===== config.mk =====
export PLATFORM = sky130hd
export DESIGN_NAME = regfile_mp_bypass
export DESIGN_NICKNAME = d
export VERILOG_FILES = /design/src/rtl/regfile_mp_bypass.sv
export SDC_FILE = /design/constraint.sdc
export NUM_CORES = 2
export LEC_CHECK = 0
export CORE_AREA = 2 2 343 599
export DETAILED_ROUTE_END_ITERATION = 8
export DIE_AREA = 0 0 345 601
export DONT_BUFFER_PORTS = 1
export GPL_TIMING_DRIVEN = 1
export RECOVER_POWER = 50
export SLEW_MARGIN = 20
export SYNTH_ARGS = -nofsm -noshare
export SYNTH_HDL_FRONTEND = slang
export SYNTH_SLANG_ARGS = --single-unit

===== constraint.sdc =====
create_clock -name clk_i -period 9.57 [get_ports clk_i]
set_input_delay 0.957 -clock clk_i [delete_from_list [all_inputs] [get_ports clk_i]]
set_output_delay 0.957 -clock clk_i [all_outputs]
set_load 0.01 [all_outputs]

===== src/rtl/regfile_mp_bypass.sv =====
// Multi-port bypassing integer register file; reads are 0-cycle combinational, writes land on the next edge.
// No backpressure: after reset a zeroing sweep runs, and ready_o gates both writes and reads.
module regfile_mp_bypass #(
  parameter int XLEN     = 32,
  parameter int NREG     = 32,
  parameter int NRD      = 2,
  parameter int ZERO_REG = 1,
  localparam int AW      = $clog2(NREG)
) (
  input  logic                clk_i,
  input  logic                rst_i,
  input  logic [NRD*AW-1:0]   rdAddr_i,
  output logic [NRD*XLEN-1:0] rdData_o,
  input  logic                we0_i,
  input  logic [AW-1:0]       wAddr0_i,
  input  logic [XLEN-1:0]     wData0_i,
  input  logic                we1_i,
  input  logic [AW-1:0]       wAddr1_i,
  input  logic [XLEN-1:0]     wData1_i,
  output logic                ready_o
);

  typedef enum logic {INIT, RUN} state_e;

  state_e            state_q, state_d;
  logic [AW-1:0]     cnt_q, cnt_d;
  logic              ready_q, ready_d;
  logic [XLEN-1:0]   mem_q [NREG];
  logic              wr_ok0, wr_ok1;
  logic [AW-1:0]     ra;

  // Addresses past NREG, and x0 when hard-wired, neither store nor bypass.
  function automatic logic addr_ok(input logic [AW-1:0] a);
    return (int'(a) < NREG) && !((ZERO_REG != 0) && (a == '0));
  endfunction

  assign wr_ok0  = we0_i && addr_ok(wAddr0_i);
  assign wr_ok1  = we1_i && addr_ok(wAddr1_i);
  assign ready_o = ready_q;

  always_ff @(posedge clk_i) begin
    if (rst_i) begin
      state_q <= INIT;
      cnt_q   <= '0;
      ready_q <= 1'b0;
    end else begin
      state_q <= state_d;
      cnt_q   <= cnt_d;
      ready_q <= ready_d;
    end
  end

  always_comb begin
    state_d = state_q;
    cnt_d   = cnt_q;
    ready_d = ready_q;
    case (state_q)
      INIT: begin
        cnt_d = cnt_q + AW'(1);
        if (cnt_q == AW'(NREG - 1)) begin
          state_d = RUN;
          ready_d = 1'b1;
          cnt_d   = '0;
        end
      end
      default: ;
    endcase
  end

  // Port 1 is written last so it wins a same-address collision.
  always_ff @(posedge clk_i) begin
    if (!rst_i) begin
      if (state_q == INIT) begin
        mem_q[cnt_q] <= '0;
      end else begin
        if (wr_ok0) mem_q[wAddr0_i] <= wData0_i;
        if (wr_ok1) mem_q[wAddr1_i] <= wData1_i;
      end
    end
  end

  always_comb begin
    rdData_o = '0;
    ra       = '0;
    for (int i = 0; i < NRD; i++) begin
      ra = rdAddr_i[i*AW +: AW];
      if ((state_q == RUN) && addr_ok(ra)) begin
        if (we1_i && (wAddr1_i == ra))      rdData_o[i*XLEN +: XLEN] = wData1_i;
        else if (we0_i && (wAddr0_i == ra)) rdData_o[i*XLEN +: XLEN] = wData0_i;
        else                                rdData_o[i*XLEN +: XLEN] = mem_q[ra];
      end
    end
  end

endmodule


==> impl_metrics.yaml <==
critical_path:
  worst_setup_path_end_kind: "flip-flop"
  rr_startpoint: "state_q$_SDFF_PP0_"
  crit_path_cell_trace: "clkbuf_1 -> and3b_1 -> o21a_1 -> a21oi_1 -> o21bai_1 -> buf_4"
  cp-start-kind: "flip-flop"
  r2r_end: "mem_q[28][6]$_DFFE_PP_"
  r2r_setup_slack_ns: 2.16
  cp.arrival_ns: 7.73
  worst-r2r-cell-count: 6
  crit_path_max_fanout: 37
  crit_slowest_cell: "o21a_1"
  cp_slowest_stage_delay_ns: 1.78
  crit_type: "flip-flop to flip-flop"
  required_ns: 9.89
clock_network:
  ctsResizeCount: 0
  clkTransAtPathRegs_ns: 0.07
  htree_levels: 3
  cts_setup_buffers: 0
  postCtsHoldBufs: 0
  cts_tree: "built"
  cts_inserted_buffers: 89
  clock-sinks: 1031
  clock_tree.buffer_depth: 3
  clk_latency_ns: 0.70
  cts_root_buffer: "clkbuf_16"
cells_and_area:
  layout.nets: 4704
  syn_to_final_growth_pct: 7.75
  layout_common_cells: "1118 x o21ai_0, 1040 x nand2_1, 1024 x edfxtp_1"
  final_common_cell: "o21ai_0"
  final_layout_size_suffix_gt1_share_pct: 17.5
  fill_cells: 19900
pwr:
  seqPwrFrac_pct: 52.0
  p_per_area_mw_per_mm2: 146
  intPower_mw: 7.39
  total_power_mw: 9.47
  pwr-share-clk_pct: 42.7
  power_frac_comb_pct: 5.3
  p_leak_nw: 20.7
  ir_drop_v: 0.000123
  p_switching_mw: 2.08
  swShare_pct: 22.0
min_path:
  min_path_type: "input port to flip-flop"
  min-delay-start: "rst_i"
  hold-path-endpoint: "ready_o$_SDFFE_PP0P_"
  whs_path_depth: 1
route:
  vias_per_cell: 6.09
  drtPass1Iterations: 6
  drc: 0
  postRouteAntennaNets: 0
  wl_per_cell_um: 32.4
  wl_um: 238000
  dr_total_vias: 44700
  first_iter_violations: 5930
logic_synthesis:
  synth-seq-cells: 1031
  synth_nets: 5203
  synth_area_mm2: 0.0604
  synthCells: 5113
  synth-edff-count: 1024
  yosys_warnings: 0
  ys_async_sr_fraction_pct: 0
  yosysSeqAreaShare_pct: 51.2
  synth_cell_type_count: 61
  avgSynthCellArea_um2: 11.8
  synth_ff_type: "edfxtp_1"
sta:
  slew-limit-headroom_pct: -139
  tightestPinTransition_ns: 3.58
  grt_setup_unrepaired: "false"
  fmax_ghz: 0.135
  finClkSkew_ns: 0.0250
  final.setup.tns_ns: 0
  hold_viol: 0
  period_share_pct: 77.4
  setup_viol: 0
  drv_slew: 310
  final.min_clock_period_ns: 7.41
placement:
  dpl.hpwl_um: 132000
  gp_congestion: 0.876
  io_buffers: 0
floorplan:
  start_util_pct: 29.8
  die_y_um: 601
  core_mm2: 0.203
  num_rows: 219
  io_pins: 153
  die_area_mm2: 0.207
  fp.dieW_um: 345
grt:
  grt_use_total_pct: 22.3
  grt_overflow: 0
  grtUsageMet1_pct: 23.9
  grt_pass1_vias: 44300
  busiest_layer: "met2"
  antenna_found_initial: 15
  grt_max_degree: 260
  grt_first_pass_wirelength_um: 329000
  grt_util_met3_pct: 7.11
  use_met2_pct: 36.6
run_status:
  status: "finished with violations"
  violations: "max-capacitance violations, max-slew violations"
run:
  maxCapViolCount: 15
## state kept, by name, indices dropped and copies added (netlist names)
| register | flops |
|---|---|
| state_q | 1 |
| ready_o | 1 |
| cnt_q | 5 |
| mem_q | 1024 |
## logic make-up (layout without fill, tap and decap cells)
family                   after synthesis  in the layout  share of synthesized area [%]
other                                  0              6                              0
AO/OA/AOI/OAI                       1486           1486                           13.9
AND/OR/NAND/NOR                     1206           1206                           8.03
buffers and inverters                722            295                           5.21
XOR/XNOR                              20             20                          0.290
flip-flops                          1031           1031                           51.2
multiplexers                         646            646                           21.3
adder cells (fa/ha/maj)                2              2                         0.0415
## routing by layer
metal | up-vias | share of wire [%]
met5 | - | 0.018
met4 | 6 | 9.0
met3 | 950 | 13
met2 | 3258 | 47
met1 | 22000 | 31
li1 | 18500 | -
## worst max-delay path, delay by kind of cell (launching register included)
kind,cells,cell delay [ns]
compound gates,3,4.44
buf+inv,2,1.76
flops,1,0.32
simple gates,1,0.47
## worst max path at each step
stage / start / end / slack, ns / cells past startpoint
floorplan: wAddr0_i[1] / mem_q[5][0]$_DFFE_PP_ / 5.13 / 8
global placement: rdAddr_i[0] / rdData_o[30] / 4.12 / 7
detailed placement: rdAddr_i[0] / rdData_o[30] / 4.62 / 7
CTS: rdAddr_i[0] / rdData_o[30] / 4.61 / 7
global route: state_q$_SDFF_PP0_ / mem_q[28][6]$_DFFE_PP_ / 2.12 / 6
finish: state_q$_SDFF_PP0_ / mem_q[28][6]$_DFFE_PP_ / 2.16 / 6
## cell type report
class | count | area, um2 | area share [%]
tap | 2652 | 3320 | 5.10
multi-input combinational | 3360 | 26900 | 41.3
sequential | 1031 | 30900 | 47.5
inverter | 35 | 131 | 0.202
antenna | 6 | 15.0 | 0.0231
timing repair buffer | 97 | 706 | 1.09
clock inverter | 60 | 826 | 1.27
clock buffer | 103 | 2280 | 3.51
## cells in the mapped netlist (7+ instances only)
| cell type | n | area, um2 |
|---|---|---|
| buf_2 | 135 | 676 |
| edfxtp_1 | 1024 | 30700 |
| o2111ai_1 | 62 | 543 |
| mux4_2 | 512 | 11500 |
| inv_1 | 35 | 131 |
| nand2_1 | 1043 | 3920 |
| dfxtp_1 | 7 | 140 |
| a21oi_1 | 66 | 330 |
| a22oi_1 | 125 | 938 |
| mux2i_1 | 134 | 1340 |
| buf_1 | 43 | 161 |
| a221o_1 | 62 | 621 |
| clkbuf_2 | 57 | 285 |
| xor2_1 | 8 | 70.1 |
| nand2b_1 | 7 | 43.8 |
| buf_6 | 18 | 203 |
| nor3_1 | 17 | 85.1 |
| o22ai_1 | 16 | 100 |
| nor2_1 | 26 | 97.6 |
| buf_4 | 15 | 113 |
| xnor2_1 | 12 | 105 |
| clkbuf_1 | 419 | 1570 |
| nand3_1 | 64 | 320 |
| o21ai_0 | 1117 | 5590 |
| o21bai_1 | 16 | 120 |
## through the flow
step	setup WS (ns)	hold slack, ns	area (um2)	util (%)	std cells
after CTS	4.61	0.293	65200	32.1	7338
final	2.16	0.314	65000	32.1	7344
after global routing	2.12	0.313	65000	32.1	7339
after floorplan	5.13	0.492	60400	-	5113
after global placement	4.12	0.518	62000	30.6	7175
after detailed placement	4.62	0.534	62100	30.6	7175
## power groups by stage
stage	clock network [mW]	logic, mW	registers, mW
detailed placement	0	0.487	5.03
floorplan	0	0.506	5.02
CTS	4.05	0.487	4.93
global route	4.18	0.508	4.93
global placement	0	0.484	5.03
finish	4.04	0.506	4.93
Power figures use the tool's default switching activity.
